<file path="config.mk">
export PLATFORM = sky130hd
export DESIGN_NAME = pwm_fir_mac_flat
export DESIGN_NICKNAME = d
export VERILOG_FILES = /design/src/rtl/pwm_fir_pkg.sv /design/src/rtl/pwm_fir_mac_if.sv /design/src/rtl/pwm_fir_hist_ram.sv /design/src/rtl/pwm_fir_mac.sv /design/src/flat_wrapper.sv
export SDC_FILE = /design/constraint.sdc
export NUM_CORES = 1
export LEC_CHECK = 0
export CAP_MARGIN = 25
export CORE_MARGIN = 4
export CORE_UTILIZATION = 70
export CTS_BUF_LIST = sky130_fd_sc_hd__clkbuf_4 sky130_fd_sc_hd__clkbuf_8
export CTS_CLUSTER_DIAMETER = 200
export DETAILED_ROUTE_END_ITERATION = 10
export PLACE_DENSITY = 0.87
export SKIP_CTS_REPAIR_TIMING = 1
export SLEW_MARGIN = 10
export SYNTH_ARGS = -nofsm -noshare
export SYNTH_HDL_FRONTEND = slang
export SYNTH_HIERARCHICAL = 1
export SYNTH_SLANG_ARGS = --single-unit
export TNS_END_PERCENT = 20
</file>
<file path="constraint.sdc">
create_clock -name clk -period 19.6 [get_ports clk]
set_input_delay 4.9 -clock clk [delete_from_list [all_inputs] [get_ports clk]]
set_output_delay 4.9 -clock clk [all_outputs]
set_load 0.005 [all_outputs]
</file>
<file path="src/rtl/pwm_fir_pkg.sv">
`default_nettype none
// +----------------------------------------------------------------------------+
// | pwm_fir_pkg                                                                |
// | Shared types, default low-pass table and arithmetic helpers for the FIR.   |
// | Revision: 1.0                                                              |
// +----------------------------------------------------------------------------+
package pwm_fir_pkg;

    typedef enum logic [2:0] {
        ST_IDLE  = 3'd0,
        ST_MAC   = 3'd1,
        ST_DRAIN = 3'd2,
        ST_ROUND = 3'd3,
        ST_OUT   = 3'd4
    } state_t;

    localparam int c_def_taps = 24;

    // Symmetric Q1.15 low-pass, DC gain 24256/32768.
    localparam int c_def_coef [c_def_taps] = '{
          -32,   -64,   -48,    64,   288,   560,   768,   960,
         1344,  2048,  2848,  3392,  3392,  2848,  2048,  1344,
          960,   768,   560,   288,    64,   -48,   -64,   -32
    };

    localparam logic [1:0] c_sat_none = 2'd0;
    localparam logic [1:0] c_sat_hi   = 2'd1;
    localparam logic [1:0] c_sat_lo   = 2'd2;

    function automatic int clog2(input int value);
        int r;
        r = 0;
        for (int i = 0; i < 31; i++) begin
            if ((1 << r) < value) r = r + 1;
        end
        return r;
    endfunction

    function automatic int default_coef(input int k);
        return c_def_coef[k % c_def_taps];
    endfunction

    // Classifies v against the signed range of a w-bit word.
    function automatic logic [1:0] saturate(input logic signed [63:0] v, input int w);
        logic signed [63:0] hi;
        logic signed [63:0] lo;
        hi = (64'sd1 <<< (w - 1)) - 64'sd1;
        lo = -(64'sd1 <<< (w - 1));
        if (v > hi)      return c_sat_hi;
        else if (v < lo) return c_sat_lo;
        else             return c_sat_none;
    endfunction

endpackage
`default_nettype wire

</file>
<file path="src/rtl/pwm_fir_mac_if.sv">
`default_nettype none
// +----------------------------------------------------------------------------+
// | pwm_fir_mac_if                                                             |
// | Sample-in / sample-out strobe bus and status flags of the PWM FIR filter.  |
// | Revision: 1.0                                                              |
// +----------------------------------------------------------------------------+
interface pwm_fir_mac_if #(
    parameter int DATA_W = 16
) ();
    logic                     enable;
    logic signed [DATA_W-1:0] data_in;
    logic                     data_in_rdy;
    logic signed [DATA_W-1:0] data_out;
    logic                     data_out_rdy;
    logic                     busy;
    logic                     overrun;
    logic                     sat;

    modport master (
        output enable, data_in, data_in_rdy,
        input  data_out, data_out_rdy, busy, overrun, sat
    );

    modport slave (
        input  enable, data_in, data_in_rdy,
        output data_out, data_out_rdy, busy, overrun, sat
    );
endinterface
`default_nettype wire

</file>
<file path="src/rtl/pwm_fir_hist_ram.sv">
`default_nettype none
// +----------------------------------------------------------------------------+
// | pwm_fir_hist_ram                                                           |
// | TAPS x DATA_W sample history, one write port, combinational read port.     |
// | Revision: 1.0                                                              |
// +----------------------------------------------------------------------------+
module pwm_fir_hist_ram
    import pwm_fir_pkg::*;
#(
    parameter int DATA_W = 16,
    parameter int TAPS   = 24
) (
    input  wire logic                       clk,
    input  wire logic                       rst,
    input  wire logic                       we,
    input  wire logic [clog2(TAPS)-1:0]     waddr,
    input  wire logic signed [DATA_W-1:0]   wdata,
    input  wire logic [clog2(TAPS)-1:0]     raddr,
    output logic signed [DATA_W-1:0]        rdata
);
    logic signed [DATA_W-1:0] r_mem [TAPS];

    always_ff @(posedge clk) begin
        if (rst) begin
            for (int i = 0; i < TAPS; i++) r_mem[i] <= '0;
        end else if (we) begin
            r_mem[waddr] <= wdata;
        end
    end

    assign rdata = r_mem[raddr];
endmodule
`default_nettype wire

</file>
<file path="src/rtl/pwm_fir_mac.sv">
`default_nettype none
// +----------------------------------------------------------------------------+
// | pwm_fir_mac                                                                |
// | Time-multiplexed FIR low-pass: one shared MAC iterates over TAPS taps.     |
// | Optional macro PWM_FIR_COEF_LOAD_EN adds a writable coefficient file.      |
// | Revision: 1.0                                                              |
// +----------------------------------------------------------------------------+
module pwm_fir_mac
    import pwm_fir_pkg::*;
#(
    parameter int DATA_W    = 16,
    parameter int COEF_W    = 16,
    parameter int TAPS      = 24,
    parameter int ACC_W     = 40,
    parameter int OUT_SHIFT = 15
) (
    input  wire logic                     clk,
    input  wire logic                     rst,
    pwm_fir_mac_if.slave                  bus
`ifdef PWM_FIR_COEF_LOAD_EN
   ,input  wire logic                     coef_wr,
    input  wire logic [clog2(TAPS)-1:0]   coef_addr,
    input  wire logic signed [COEF_W-1:0] coef_data
`endif
);
    localparam int AW = clog2(TAPS);
    localparam int PW = DATA_W + COEF_W;
    localparam logic [AW-1:0] c_last = AW'(TAPS - 1);
    localparam logic [AW:0]   c_taps = (AW + 1)'(TAPS);
    localparam logic signed [ACC_W-1:0] c_half = {{(ACC_W-1){1'b0}}, 1'b1} << (OUT_SHIFT - 1);

    state_t r_state, w_state_nxt;

    logic [AW-1:0]             r_wr_ptr, r_rd_ptr, r_idx;
    logic signed [PW-1:0]      r_prod;
    logic signed [ACC_W-1:0]   r_acc;
    logic signed [DATA_W-1:0]  r_rounded;

    logic                      w_trigger, w_busy, w_load, w_mac, w_acc_en;
    logic                      w_round_en, w_out_en, w_ovr_set;
    logic signed [DATA_W-1:0]  w_hist;
    logic signed [COEF_W-1:0]  w_coef;
    logic signed [PW-1:0]      w_hist_ext, w_coef_ext;
    logic signed [ACC_W-1:0]   w_prod_ext, w_round_sum, w_shifted;
    logic [1:0]                w_sat_code;
    logic signed [DATA_W-1:0]  w_sat_val;

    assign w_trigger = bus.data_in_rdy & bus.enable;

    pwm_fir_hist_ram #(
        .DATA_W (DATA_W),
        .TAPS   (TAPS)
    ) u_hist (
        .clk    (clk),
        .rst    (rst),
        .we     (w_load),
        .waddr  (r_wr_ptr),
        .wdata  (bus.data_in),
        .raddr  (r_rd_ptr),
        .rdata  (w_hist)
    );

`ifdef PWM_FIR_COEF_LOAD_EN
    logic signed [COEF_W-1:0] r_coef [TAPS];

    always_ff @(posedge clk) begin
        if (rst) begin
            for (int i = 0; i < TAPS; i++) r_coef[i] <= COEF_W'(default_coef(i));
        end else if (coef_wr && !w_busy && ({1'b0, coef_addr} < c_taps)) begin
            r_coef[coef_addr] <= coef_data;
        end
    end

    assign w_coef = r_coef[r_idx];
`else
    assign w_coef = COEF_W'(default_coef(int'(r_idx)));
`endif

    always_ff @(posedge clk) begin
        if (rst) r_state <= ST_IDLE;
        else     r_state <= w_state_nxt;
    end

    always_comb begin
        w_state_nxt = r_state;
        case (r_state)
            ST_IDLE:  if (w_trigger) w_state_nxt = ST_MAC;
            ST_MAC:   if (r_idx == c_last) w_state_nxt = ST_DRAIN;
            ST_DRAIN: w_state_nxt = ST_ROUND;
            ST_ROUND: w_state_nxt = ST_OUT;
            ST_OUT:   w_state_nxt = ST_IDLE;
            default:  w_state_nxt = ST_IDLE;
        endcase
    end

    always_comb begin
        w_busy     = (r_state != ST_IDLE);
        w_load     = (r_state == ST_IDLE) && w_trigger;
        w_mac      = (r_state == ST_MAC);
        w_acc_en   = ((r_state == ST_MAC) && (r_idx != '0)) || (r_state == ST_DRAIN);
        w_round_en = (r_state == ST_ROUND);
        w_out_en   = (r_state == ST_OUT);
        w_ovr_set  = w_trigger && (r_state != ST_IDLE);
    end

    assign bus.busy = w_busy;

    // Operands widened to the full product width so the multiply is signed end to end.
    assign w_hist_ext  = {{COEF_W{w_hist[DATA_W-1]}}, w_hist};
    assign w_coef_ext  = {{DATA_W{w_coef[COEF_W-1]}}, w_coef};
    assign w_prod_ext  = {{(ACC_W-PW){r_prod[PW-1]}}, r_prod};
    assign w_round_sum = r_acc + c_half;
    assign w_shifted   = w_round_sum >>> OUT_SHIFT;

    always_comb begin
        w_sat_code = saturate(64'(w_shifted), DATA_W);
        case (w_sat_code)
            c_sat_hi: w_sat_val = {1'b0, {(DATA_W-1){1'b1}}};
            c_sat_lo: w_sat_val = {1'b1, {(DATA_W-1){1'b0}}};
            default:  w_sat_val = w_shifted[DATA_W-1:0];
        endcase
    end

    always_ff @(posedge clk) begin
        if (rst) begin
            r_wr_ptr         <= '0;
            r_rd_ptr         <= '0;
            r_idx            <= '0;
            r_prod           <= '0;
            r_acc            <= '0;
            r_rounded        <= '0;
            bus.data_out     <= '0;
            bus.data_out_rdy <= 1'b0;
            bus.overrun      <= 1'b0;
            bus.sat          <= 1'b0;
        end else begin
            bus.data_out_rdy <= w_out_en;
            if (w_load) begin
                r_rd_ptr <= r_wr_ptr;
                r_wr_ptr <= (r_wr_ptr == c_last) ? '0 : r_wr_ptr + 1'b1;
                r_idx    <= '0;
                r_acc    <= '0;
            end
            // Newest sample pairs with coef[0]; read pointer walks backwards in time.
            if (w_mac) begin
                r_prod   <= w_hist_ext * w_coef_ext;
                r_rd_ptr <= (r_rd_ptr == '0) ? c_last : r_rd_ptr - 1'b1;
                r_idx    <= r_idx + 1'b1;
            end
            if (w_acc_en) r_acc <= r_acc + w_prod_ext;
            if (w_round_en) begin
                r_rounded <= w_sat_val;
                if (w_sat_code != c_sat_none) bus.sat <= 1'b1;
            end
            if (w_out_en)  bus.data_out <= r_rounded;
            if (w_ovr_set) bus.overrun  <= 1'b1;
        end
    end
endmodule
`default_nettype wire

</file>
<file path="src/flat_wrapper.sv">
// flat-port wrapper written by rule: the top's interface ports become plain ports
module pwm_fir_mac_flat import pwm_fir_pkg::*;
#(
    parameter int DATA_W    = 16,
    parameter int COEF_W    = 16,
    parameter int TAPS      = 24,
    parameter int ACC_W     = 40,
    parameter int OUT_SHIFT = 15
)
  (clk, rst, bus_enable, bus_data_in, bus_data_in_rdy, bus_data_out, bus_data_out_rdy, bus_busy, bus_overrun, bus_sat);
  pwm_fir_mac_if #(.DATA_W(DATA_W)) bus_i ();
  input  wire logic clk;
  input  wire logic rst;
  input wire logic [$bits(bus_i.enable)-1:0] bus_enable;
  input wire logic [$bits(bus_i.data_in)-1:0] bus_data_in;
  input wire logic [$bits(bus_i.data_in_rdy)-1:0] bus_data_in_rdy;
  output wire logic [$bits(bus_i.data_out)-1:0] bus_data_out;
  output wire logic [$bits(bus_i.data_out_rdy)-1:0] bus_data_out_rdy;
  output wire logic [$bits(bus_i.busy)-1:0] bus_busy;
  output wire logic [$bits(bus_i.overrun)-1:0] bus_overrun;
  output wire logic [$bits(bus_i.sat)-1:0] bus_sat;
  assign bus_i.enable = bus_enable;
  assign bus_i.data_in = bus_data_in;
  assign bus_i.data_in_rdy = bus_data_in_rdy;
  assign bus_data_out = bus_i.data_out;
  assign bus_data_out_rdy = bus_i.data_out_rdy;
  assign bus_busy = bus_i.busy;
  assign bus_overrun = bus_i.overrun;
  assign bus_sat = bus_i.sat;
  pwm_fir_mac #(.DATA_W(DATA_W), .COEF_W(COEF_W), .TAPS(TAPS), .ACC_W(ACC_W), .OUT_SHIFT(OUT_SHIFT)) u_core (.clk(clk), .rst(rst), .bus(bus_i));
endmodule
</file>
==> impl_metrics.xml <==
<?xml version="1.0" encoding="UTF-8"?>
<metrics>
  <group name="synthesis">
    <metric name="synthDistinctLibCells" unit="">89</metric>
    <metric name="synth_cells" unit="">3239</metric>
    <metric name="synth_xor_area_frac" unit="">0.0182</metric>
    <metric name="synth_edf_count" unit="">512</metric>
    <metric name="yosysSeqAreaShare" unit="">0.479</metric>
    <metric name="postSynthNetCount" unit="">3559</metric>
    <metric name="largest_family_of_logic_cells_by_synthesized_area" unit="">simple AND/OR/NAND/NOR gates</metric>
    <metric name="async_flop_share" unit="">0</metric>
    <metric name="ys_dominant_reg_cell" unit="">edfxtp_1</metric>
    <metric name="synthSimpleGateAreaFrac" unit="">0.161</metric>
    <metric name="synth.cell_area" unit="µm²">37000</metric>
    <metric name="synth-adder-area-share" unit="">0.136</metric>
    <metric name="ys.warnings.count" unit="">6</metric>
    <metric name="synth_compound_area_frac" unit="">0.0837</metric>
    <metric name="synth.mux.area_fraction" unit="">0.0736</metric>
    <metric name="synthesis.area_per_instance" unit="µm²">11.4</metric>
    <metric name="synth-seq-cells" unit="">629</metric>
  </group>
  <group name="floorplanning">
    <metric name="fp.dieH" unit="µm">238</metric>
    <metric name="floorplan.initialDensity" unit="">0.714</metric>
    <metric name="die_area" unit="µm²">56600</metric>
    <metric name="fp-row-count" unit="">83</metric>
    <metric name="core_area" unit="µm²">51800</metric>
    <metric name="chipWidth" unit="µm">238</metric>
    <metric name="ios" unit="">40</metric>
  </group>
  <group name="sta">
    <metric name="setup_viol_count_final" unit="">0</metric>
    <metric name="hold_slack" unit="ns">0.459</metric>
    <metric name="finalWorstPathRequiredPeriod" unit="ns">9.34</metric>
    <metric name="timing.final.crit_share" unit="">0.477</metric>
    <metric name="grt_setup_unrepaired" unit="">false</metric>
    <metric name="max_slew.worst_pin.slew" unit="ns">1.11</metric>
    <metric name="report.final.hold_viol_count" unit="">0</metric>
    <metric name="tns" unit="ns">0</metric>
    <metric name="skew" unit="ns">0.0431</metric>
    <metric name="postLayoutSetupSlackWorst" unit="ns">10.26</metric>
    <metric name="max_freq" unit="MHz">107</metric>
    <metric name="slew_headroom" unit="">0.244</metric>
    <metric name="slew_viol_final" unit="">0</metric>
  </group>
  <group name="detailed_routing">
    <metric name="detail_route.first_pass.iterations" unit="">6</metric>
    <metric name="route.detailed.drc" unit="">0</metric>
    <metric name="initialDrtViolationCount" unit="">3073</metric>
    <metric name="finalWirelength" unit="mm">91.9</metric>
    <metric name="post_drt_via_cell_ratio" unit="">6.41</metric>
    <metric name="route.vias.total" unit="">25600</metric>
    <metric name="wire_per_inst" unit="µm">23.0</metric>
    <metric name="final_antenna_net_count" unit="">0</metric>
  </group>
  <group name="worst_setup_path">
    <metric name="cp_slowest_cell" unit="">dfxtp_4</metric>
    <metric name="worst_setup_path_end_kind" unit="">register</metric>
    <metric name="worst-r2r-setup-slack" unit="ns">10.26</metric>
    <metric name="critPathRequiredTime" unit="ns">20.14</metric>
    <metric name="timing.critical_path.fanout_max" unit="">119</metric>
    <metric name="path_class" unit="">register to register</metric>
    <metric name="r2r-start" unit="">u_core/r_rd_ptr[1]$_SDFFE_PP0P_</metric>
    <metric name="timing.rr.end" unit="">u_core/r_prod[29]$_SDFFE_PP0P_</metric>
    <metric name="worstRegToRegCells" unit="">26</metric>
    <metric name="cp_common_cell" unit="">fa_1</metric>
    <metric name="timing.critical_path.arrival" unit="ns">9.89</metric>
    <metric name="crit_path_start_kind" unit="">register</metric>
    <metric name="crit_start" unit="">u_core/r_rd_ptr[1]$_SDFFE_PP0P_</metric>
    <metric name="cpPeakStageDelay" unit="ns">0.76</metric>
  </group>
  <group name="clock_tree">
    <metric name="cts_htree_levels" unit="">3</metric>
    <metric name="cts.root.buffer_cell" unit="">clkbuf_8</metric>
    <metric name="clock_path_buffers" unit="">3</metric>
    <metric name="cts.sink_count" unit="">629</metric>
    <metric name="tritoncts" unit="">yes</metric>
    <metric name="cts_made_buffers" unit="">100</metric>
    <metric name="cts.clk_slew.worst_paths" unit="ns">0.06</metric>
    <metric name="clkLatencyLatePin" unit="ns">0.71</metric>
  </group>
  <group name="global_route">
    <metric name="grt_pass1_vias" unit="">25500</metric>
    <metric name="grt_pass1_wl" unit="mm">143</metric>
    <metric name="grt_antenna_before_repair" unit="">4</metric>
    <metric name="maximum_number_of_pins_on_one_net_before_global_route_repair" unit="">120</metric>
    <metric name="globalRoute.totalOverflow" unit="">0</metric>
    <metric name="grt_use_total" unit="">0.324</metric>
  </group>
  <group name="placed_design">
    <metric name="port_buffers" unit="">39</metric>
    <metric name="place.gp.congestion" unit="">0.976</metric>
    <metric name="dpl_worst_slack" unit="ns">10.34</metric>
    <metric name="place_hpwl" unit="mm">61.7</metric>
  </group>
  <group name="cells_and_area">
    <metric name="core_utilization_of_the_finished_layout" unit="">0.768</metric>
    <metric name="finalNetCount" unit="">3552</metric>
    <metric name="synthToLayoutAreaGrowth" unit="%">7.62</metric>
    <metric name="final_layout_size_suffix_gt1_frac" unit="">0.0905</metric>
  </group>
  <group name="hold_path">
    <metric name="worstHoldStart" unit="">u_core/bus.data_out[15]$_SDFFE_PP0P_</metric>
    <metric name="timing.hold.worst_endpoint" unit="">u_core/bus.data_out[15]$_SDFFE_PP0P_</metric>
    <metric name="hold_class" unit="">register to register</metric>
    <metric name="min_delay_path_depth" unit="">2</metric>
  </group>
  <group name="outcome">
    <metric name="run_status" unit="">finished, final reports clean</metric>
  </group>
  <group name="run">
    <metric name="count_of_max_cap_constraint_violations" unit="">0</metric>
  </group>
</metrics>
## worst max path at each step
stage	endpoint	slack, ns	cells after the start
6_report	u_core/r_prod[29]$_SDFFE_PP0P_	10.26	26
2_1_floorplan	u_core/r_prod[24]$_SDFFE_PP0P_	12.37	27
3_5_place_dp	u_core/r_prod[29]$_SDFFE_PP0P_	10.34	25
4_1_cts	u_core/r_prod[29]$_SDFFE_PP0P_	10.29	25
3_3_place_gp	u_core/r_prod[29]$_SDFFE_PP0P_	10.47	25
5_1_grt	u_core/r_prod[29]$_SDFFE_PP0P_	9.74	26
## stage by stage
step           cells  area [µm²]
2_1_floorplan   3239       37000
3_3_place_gp    3806       37700
3_5_place_dp    3806       37700
4_1_cts         3990       39700
5_1_grt         3996       39800
6_report        3996       39800
## Yosys cell counts, types with 46 or more instances
master    number  share of area
o21ai_0       48         0.0065
ha_1         129          0.044
dfxtp_1      117          0.063
nor2_1        89         0.0090
inv_1        214          0.022
a21oi_1      152          0.021
nand3_1       80          0.011
fa_1         171          0.093
clkbuf_1     120          0.012
mux2i_1      263          0.071
nand2_1      278          0.028
xnor2_1       53          0.013
a22oi_1       65          0.013
and2_1       430          0.073
a22o_1        46          0.011
edfxtp_1     512           0.42
## routing by layer
metal	vias to the layer above	GRT usage	part of all wire
met1	12600	0.445	0.39
met4	2	0.113	0.035
met3	261	0.0798	0.11
li1	11400	-	-
met2	1387	0.513	0.46
met5	-	0	0.00012
## logic make-up (layout without fill, tap and decap cells)
kind of cell,count (synthesis),count (layout)
and+or+nand+nor,1080,1080
DFF,629,629
AOI/OAI and AO/OA,464,464
buffers and inverters,419,494
adders and majority gates,301,301
muxes,269,269
xor gates and xnor gates,77,77
other,0,2
## worst max-delay path, delay by kind of cell (launching register included)
kind	cells	cell delay, ns
adders and majority gates	7	3.24
AOI/OAI and AO/OA	8	1.78
buffers and inverters	5	1.62
and+or+nand+nor	4	1.20
DFF	1	0.76
muxes	1	0.25
xor gates and xnor gates	1	0.16
## flip-flops by register name, indices dropped and copies added (netlist names)
register                 flops
u_core/bus.data_out         16
u_core/bus.data_out_rdy      1
u_core/bus.overrun           1
u_core/bus.sat               1
u_core/r_acc                36
u_core/r_idx                 5
u_core/r_prod               28
u_core/r_rd_ptr              5
u_core/r_rounded            16
u_core/r_state               3
u_core/r_wr_ptr              5
u_core/u_hist/r_mem        512
## layout make-up
| class | count | area [µm²] |
|---|---|---|
| Inverter | 215 | 807 |
| Multi-Input combinational cell | 2191 | 17500 |
| Tap cell | 680 | 851 |
| Clock inverter | 48 | 372 |
| Antenna cell | 2 | 5.00 |
| Sequential cell | 629 | 17700 |
| Clock buffer | 136 | 1690 |
| Fill cell | 3244 | 12000 |
| Timing Repair Buffer | 95 | 845 |
## layout by cell type (no fill, tap or decap), drive strengths merged, types with 23 or more instances in the layout
cell type      Yosys  layout
a22o              46      46
xor2              24      24
nor3              40      40
and2             430     430
a21o              23      23
clkdlybuf4s50      0      38
nand3             84      84
nand2            280     280
ha               129     129
or2               26      26
nand4             29      29
edfxtp           512     512
o21ai             55      55
dfxtp            117     117
clkbuf           135     136
a22oi             65      65
a31oi             32      32
mux2i            263     263
xnor2             53      53
fa               171     171
a21oi            152     152
buf               69      57
inv              214     216
clkinv             1      39
nor2             108     108
Power is not shown: default switching activity piles up to over one toggle a cycle in this logic, so the estimate is an artifact.
